## src/rtl/minibus_arbiter.sv

```systemverilog
// Round-robin arbiter sharing one Mini-Bus slave port between NUM_MASTERS
// requesters. One transaction at a time: IDLE picks a master, BUSY forwards
// its request and routes the slave response back, RECOVER inserts one dead
// cycle so a registered slave ack can never be reused by the next grant.
//
// state   | meaning
// --------+-------------------------------------------------------------
// IDLE    | no transaction; round-robin search for the next pending master
// BUSY    | granted master forwarded to slave; waiting for ack/err/timeout
// RECOVER | slave port quiet for one cycle, counter cleared, back to IDLE
//
// ADDR_WIDTH/DATA_WIDTH default to the Mini-Bus package widths (32/32).

module minibus_arbiter #(
    parameter int NUM_MASTERS    = 2,
    parameter int TIMEOUT_CYCLES = 16,
    parameter int ADDR_WIDTH     = 32,
    parameter int DATA_WIDTH     = 32
) (
    input  logic                              clk,
    input  logic                              nrst,
    input  logic [NUM_MASTERS-1:0]            m_wen,
    input  logic [NUM_MASTERS-1:0]            m_ren,
    input  logic [NUM_MASTERS*ADDR_WIDTH-1:0] m_addr,
    input  logic [NUM_MASTERS*DATA_WIDTH-1:0] m_wdata,
    input  logic [NUM_MASTERS*2-1:0]          m_width,
    output logic [NUM_MASTERS-1:0]            m_ack,
    output logic [NUM_MASTERS-1:0]            m_err,
    output logic [DATA_WIDTH-1:0]             m_rdata,
    output logic                              s_wen,
    output logic                              s_ren,
    output logic [ADDR_WIDTH-1:0]             s_addr,
    output logic [DATA_WIDTH-1:0]             s_wdata,
    output logic [1:0]                        s_width,
    output logic                              s_sel,
    input  logic                              s_ack,
    input  logic                              s_err,
    input  logic [DATA_WIDTH-1:0]             s_rdata,
    output logic [$clog2(NUM_MASTERS)-1:0]    grant_id,
    output logic                              busy
);

    localparam int GW = $clog2(NUM_MASTERS);
    localparam int CW = $clog2(TIMEOUT_CYCLES + 1);

    typedef enum logic [1:0] {
        ST_IDLE    = 2'd0,
        ST_BUSY    = 2'd1,
        ST_RECOVER = 2'd2
    } state_t;

    state_t          state_q, state_d;
    logic [GW-1:0]   grant_q, grant_d;
    logic [GW-1:0]   last_q, last_d;
    logic [CW-1:0]   cnt_q, cnt_d;

    logic [NUM_MASTERS-1:0] pending;
    logic                   pick_valid;
    logic [GW-1:0]          pick_idx;

    logic                   g_wen;
    logic                   g_ren;
    logic [ADDR_WIDTH-1:0]  g_addr;
    logic [DATA_WIDTH-1:0]  g_wdata;
    logic [1:0]             g_width;

    logic                   resp_ack;
    logic                   resp_err;

    // Select the live request fields of the currently granted master.
    always_comb begin
        g_wen   = 1'b0;
        g_ren   = 1'b0;
        g_addr  = '0;
        g_wdata = '0;
        g_width = '0;
        for (int i = 0; i < NUM_MASTERS; i++) begin
            if (grant_q == GW'(i)) begin
                g_wen   = m_wen[i];
                g_ren   = m_ren[i];
                g_addr  = m_addr[i*ADDR_WIDTH +: ADDR_WIDTH];
                g_wdata = m_wdata[i*DATA_WIDTH +: DATA_WIDTH];
                g_width = m_width[i*2 +: 2];
            end
        end
    end

    // Round-robin search starting just after the last served master.
    always_comb begin
        pending    = m_wen | m_ren;
        pick_valid = 1'b0;
        pick_idx   = '0;
        for (int k = 1; k <= NUM_MASTERS; k++) begin
            for (int i = 0; i < NUM_MASTERS; i++) begin
                if (!pick_valid && pending[i] &&
                    ((int'(last_q) + k) % NUM_MASTERS) == i) begin
                    pick_valid = 1'b1;
                    pick_idx   = GW'(i);
                end
            end
        end
    end

    // Next-state logic and all bus-facing outputs.
    always_comb begin
        state_d  = state_q;
        grant_d  = grant_q;
        last_d   = last_q;
        cnt_d    = cnt_q;
        resp_ack = 1'b0;
        resp_err = 1'b0;
        s_wen    = 1'b0;
        s_ren    = 1'b0;
        s_addr   = '0;
        s_wdata  = '0;
        s_width  = '0;
        s_sel    = 1'b0;
        m_rdata  = '0;

        case (state_q)
            ST_IDLE: begin
                cnt_d = '0;
                if (pick_valid) begin
                    grant_d = pick_idx;
                    last_d  = pick_idx;
                    state_d = ST_BUSY;
                end
            end

            ST_BUSY: begin
                if (cnt_q == '0 && g_wen && g_ren) begin
                    // Read+write together is rejected without touching the slave.
                    resp_err = 1'b1;
                    state_d  = ST_RECOVER;
                end else if (!g_wen && !g_ren) begin
                    // Master withdrew: abandon quietly, no response.
                    state_d = ST_RECOVER;
                end else begin
                    s_sel   = 1'b1;
                    s_wen   = g_wen;
                    s_ren   = g_ren;
                    s_addr  = g_addr;
                    s_wdata = g_wdata;
                    s_width = g_width;
                    if (s_err) begin
                        resp_err = 1'b1;
                        state_d  = ST_RECOVER;
                    end else if (s_ack) begin
                        resp_ack = 1'b1;
                        m_rdata  = s_rdata;
                        state_d  = ST_RECOVER;
                    end else if (cnt_q == CW'(TIMEOUT_CYCLES - 1)) begin
                        resp_err = 1'b1;
                        state_d  = ST_RECOVER;
                    end else begin
                        cnt_d = cnt_q + CW'(1);
                    end
                end
            end

            ST_RECOVER: begin
                cnt_d   = '0;
                state_d = ST_IDLE;
            end

            default: begin
                cnt_d   = '0;
                state_d = ST_IDLE;
            end
        endcase
    end

    // Steer the single completion pulse to the granted master only.
    always_comb begin
        m_ack = '0;
        m_err = '0;
        for (int i = 0; i < NUM_MASTERS; i++) begin
            if (grant_q == GW'(i)) begin
                m_ack[i] = resp_ack;
                m_err[i] = resp_err;
            end
        end
    end

    // Status outputs straight from registered state.
    always_comb begin
        grant_id = grant_q;
        busy     = (state_q != ST_IDLE);
    end

    // State, grant, round-robin pointer and timeout counter registers.
    always_ff @(posedge clk or negedge nrst) begin
        if (!nrst) begin
            state_q <= ST_IDLE;
            grant_q <= '0;
            last_q  <= GW'(NUM_MASTERS - 1);
            cnt_q   <= '0;
        end else begin
            state_q <= state_d;
            grant_q <= grant_d;
            last_q  <= last_d;
            cnt_q   <= cnt_d;
        end
    end

endmodule
```

## config.mk

```make
export PLATFORM = sky130hd
export DESIGN_NAME = minibus_arbiter
export DESIGN_NICKNAME = d
export VERILOG_FILES = /design/src/rtl/minibus_arbiter.sv
export SDC_FILE = /design/constraint.sdc
export NUM_CORES = 1
export LEC_CHECK = 0
export CAP_MARGIN = 25
export CORE_AREA = 2 2 109 111
export DETAILED_ROUTE_END_ITERATION = 8
export DIE_AREA = 0 0 111 113
export SLEW_MARGIN = 15
export SYNTH_ARGS = -nofsm -noshare
export SYNTH_HDL_FRONTEND = slang
export SYNTH_SLANG_ARGS = --single-unit
```

## constraint.sdc

```tcl
create_clock -name clk -period 3.1 [get_ports clk]
set_clock_uncertainty 0.05 [all_clocks]
set_input_delay 0.465 -clock clk [delete_from_list [all_inputs] [get_ports clk]]
set_output_delay 0.465 -clock clk [all_outputs]
set_load 0.01 [all_outputs]
```

* After elaboration in Yosys (flattened, before gate mapping)
Cells that the tools add are included.
** Storage, ports and cells
- Bits of input ports :: 172
- Register bits after elaboration :: 9
** Operators by class
- Reduce and logical (&&, ||, !) cells :: 23
- $add $sub $neg :: 3
- Muxes and demuxes :: 63
- Equality and inequality tests :: 11
- Bitwise operators :: 3
** Operators with widths (count)
- 32-bit 2-to-1 mux :: 13
- 32-bit logical NOT :: 2
- 1-bit 2-to-1 mux :: 33
- 5-bit 2-to-1 mux :: 6
- 2-bit 2-to-1 mux :: 10
- 2-bit inequality test (second input constant) :: 6
- 1-bit logical AND :: 10
- 6-bit inequality test (second input constant) :: 1
- 5-bit by 1-bit adder with 5-bit output (second input constant) :: 1
- 5-bit by 4-bit equality test with 1-bit output (second input constant) :: 1
- 1-bit logical NOT :: 5
- 5-bit logical NOT :: 1
- 5-bit AND reduction :: 1
- 2-bit equality test (second input constant) :: 2
- 2-bit case mux with 2 select lines :: 1
- 2-bit AND reduction :: 2
- 1-bit adder (second input constant) :: 2
- 1-bit AND (first input constant) :: 2
- 2-bit by 1-bit equality test with 1-bit output (second input constant) :: 1
- 2-bit logical NOT :: 1
- 2-bit OR :: 1
- 2-bit nonzero test :: 1

* Logic depth before layout (Yosys ltp)
- Depth after elaboration :: 19
- Depth in mapped cells :: 8
- Mapped depth without buffers :: 7

* Worst setup path after synthesis
OpenSTA, ideal clock, no wires.
- Kind :: reg-to-output
- From :: register cnt_q[0]
- To :: output s_addr[12]
- Cell stages (with the launch flop) :: 9
- Data required time :: 2.585 ns
- Path slack :: 0.869 ns
- Path buffers :: 2
- Data arrival time :: 1.716 ns
- Cell sequence :: dfrtp_1 inv_1 ha_1 nor4b_2 nand3_1 o211ai_2 buf_2 buf_2 nor2_1
** Between the ends
- Longest elaborated chain between the ends :: 5
** RTL lines
- from (decl) :: RTL line 55 : logic [CW-1:0] cnt_q, cnt_d;
- from (signal assigned) :: RTL line 202 : cnt_q <= cnt_d;
- 5-bit logical NOT :: RTL line 131 : if (cnt_q == '0 && g_wen && g_ren) begin
- 1-bit logical AND (2 in series) :: RTL line 131
- 32-bit 2-to-1 mux :: RTL line 131
- 32-bit 2-to-1 mux :: RTL line 120 : case (state_q)
- to (decl) :: RTL line 32 : output logic [ADDR_WIDTH-1:0] s_addr,
No other way between the ends.

* Worst setup path after layout
- From :: input m_ren[1]
- To :: output m_rdata[8]
** Between the ends
- Longest elaborated chain between the ends :: 6
** RTL lines
- from (decl) :: RTL line 23 : input logic [NUM_MASTERS-1:0] m_ren,
- 1-bit 2-to-1 mux (*) :: RTL line 78 : if (grant_q == GW'(i)) begin
- 1-bit logical NOT :: RTL line 135 : end else if (!g_wen && !g_ren) begin
- 1-bit logical AND :: RTL line 135
- 32-bit 2-to-1 mux :: RTL line 135
- 32-bit 2-to-1 mux (*) :: RTL line 131
- 32-bit 2-to-1 mux (*) :: RTL line 120
- to (decl) :: RTL line 29 : output logic [DATA_WIDTH-1:0] m_rdata,
Mark *: on every way between the ends. The rest lies on a longest branch, timed or not.

==> run_results.csv <==
group,metric,value,unit
status,outcome,"completed",
synth,ys_types,34,
layout,final_common_cell,"clkdlybuf4s50_1",
timing,report.final.slew_viol_count,0,
placed_design,gp_congestion,0.875,
clock_tree,clk_latency,0.24,ns
synth,avgSynthCellArea,7.19,sq um
synth,syn-cell-area,1830,sq um
global_route,grt_use_met2,29.2,%
floorplan,die_y,113,um
worst_setup_path,startpoint_type,"primary input",
floorplan,die_w,111,um
layout,antenna_cells,0,
global_route,grt_pass1_vias,2704,
worst_setup_path,path_class,"in2out",
global_route,use_met3,2.20,%
clock_tree,cts_setup_buffers,0,
drt,postRouteWirelength,10500,um
synth,synthArstFlopShare,100,%
floorplan,fp.dieArea,12500,sq um
global_route,antenna_found_initial,0,
placed_design,numPortBuffers,278,
timing,tightest_slew,0.491,ns
floorplan,rows,39,
clock_tree,numCtsBuffers,3,
layout,drive_gt1_share,3.80,%
power_and_ir_drop,vdd_drop_max,707,uV
worst_setup_path,critPathArrivalTime,2.47,ns
clock_tree,htree_levels,1,
worst_setup_path,crit_required,2.58,ns
timing,setup_viol,0,
layout,fin_nets,702,
global_route,grt_usage,15.3,%
layout,syn_to_final_growth,170,%
floorplan,core-area,11300,sq um
timing,final-hold-violation-count,0,
clock_tree,clkTransAtPathRegs,0.04,ns
timing,max_freq,335,MHz
power_and_ir_drop,power_leakage,2.01,nW
synth,yosysWarnings,0,
timing,rsz0062_at_grt,"false",
worst_setup_path,path_max_fanout,33,
worst_setup_path,critPathCaptureType,"primary output",
layout,nFillCells,1132,
drt,drc_errors,0,
synth,synth_nets,429,
floorplan,io_pins,279,
clock_tree,clkSinkCount,9,
global_route,grt_pass1_wl,15500,um
floorplan,initial_core_util,16.2,%
drt,ant_nets,0,
clock_tree,cts_tree,"done",
worst_setup_path,reg2reg_setup_slack,0.77,ns
layout,fin_util,43.7,%
clock_tree,root_buffer,"clkbuf_16",
synth,ys_seq_elements,9,
clock_tree,cts.path.max_buffers,2,
drt,vias,2789,
timing,max_slew_margin,67.3,%
placed_design,dp_hpwl,8750,um
synth,synth-main-ff-cell,"dfrtp_1",
synth,ys_seq_area_share,12.4,%
placed_design,place_ws,0.0833,ns
synth,synthCells,254,
drt,drtPass1Iterations,4,
drt,drt_iter0_markers,79,
power_and_ir_drop,power_density,538,nW/um^2
timing,period_needed,2.98,ns
drt,via_per_inst,4.17,
min_path,hp-class,"reg2reg",
layout,final_cell_mix,"clkdlybuf4s50_1, nor2_1, mux2i_1, and2_1",
timing,setup-tns-final,0,ns
drt,drt-wirelength-per-cell,15.7,um
job,drv_cap,0,
global_route,overflow,0,
global_route,grt_max_degree,73,
timing,fin_ws,0.115,ns
global_route,top_usage_layer,"met2",
synth,synth_edf_count,0,
timing,min_period_over_period,96.3,%
global_route,grt_util_met1,18.0,%
==> logic make-up (layout without fill, tap and decap cells) <==
logic type	Yosys count	after routing	share of synthesized area (%)
adders and majority gates	3	3	2.06
buffers and inverters	27	299	6.17
and+or+nand+nor	122	122	31.9
muxes	70	70	38.9
DFF	9	9	12.4
xor gates and xnor gates	1	1	0.480
AOI/OAI and AO/OA	22	22	8.02
==> per-stage QoR <==
step | std cells | total power [mW] | hold WS (ns) | cell area, sq um
final | 669 | 2.65 | 0.437 | 4930
after global routing | 669 | 2.83 | 0.456 | 4930
after detailed placement | 665 | 2.44 | 0.435 | 4840
after CTS | 669 | 2.68 | 0.442 | 4920
after floorplan | 254 | 1.30 | 0.119 | 1830
after global placement | 665 | 2.43 | 0.430 | 4840
==> layer usage <==
| layer | part of all wire (%) | vias up | routed length, um |
|---|---|---|---|
| li1 | - | 1409 | - |
| met3 | 5.1 | 15 | 536 |
| met4 | 1.7 | 0 | 182 |
| met2 | 54 | 97 | 5640 |
| met5 | 0 | - | 0 |
| met1 | 39 | 1268 | 4150 |
==> critical path, stage by stage <==
cell             delay [ns]
clkdlybuf4s50_1        0.47
mux2_4                 0.33
and3_1                 0.18
nor2_2                 0.16
buf_12                 0.17
and2_1                 0.14
clkdlybuf4s50_1        0.54
==> synth_stat cells (3+ instances only) <==
master,number,area (sq um)
and3_1,3,18.8
inv_1,7,26.3
dfrtp_1,8,200
ha_1,3,37.5
buf_1,6,22.5
nor2_1,71,267
o21ai_0,5,25.0
nand3_1,3,15.0
a21oi_1,4,20.0
clkbuf_2,3,15.0
clkbuf_1,7,26.3
buf_2,3,15.0
and2_1,33,206
nand2_1,3,11.3
mux2i_1,68,681
a211oi_1,5,37.5
==> state kept, by name (all words and copies together), names as in the netlist <==
signal,cells
state_q,2
cnt_q,5
last_q,1
grant_id,1
==> power by group <==
part / total, mW / switching [mW] / internal [mW] / leakage [nW]
logic: 2.23 / 1.00 / 1.23 / 1.86
registers: 0.197 / 0.0377 / 0.159 / 0.116
clock network: 0.229 / 0.0570 / 0.172 / 0.0382
==> final cells by class <==
class                   count  area, sq um  area share [%]
clock buffers               4         78.8            1.60
inverters                   7         26.3           0.533
multi-input cells         218         1510            30.6
flip-flops and latches      9          230            4.67
well taps                 143          179            3.63
repair buffers            288         2910            59.0
==> final timing paths <==
path / startpoint / end / depth (start not counted)
worst max register to register: cnt_q[0] / cnt_q[2] / 7
worst max-delay path: m_ren[1] / m_rdata[8] / 7
worst min-delay path: last_q / last_q / 2
min in group asynchronous: nrst / state_q[1] / 1
worst min register to register: last_q / last_q / 2
max in group asynchronous: nrst / grant_id / 1
==> repair_timing <==
action	in CTS	in global routing
setup endpoints to repair	0	8
hold buffers	0	0
gates resized for setup	0	2
Note: power is estimated with default switching activity, not from simulation.
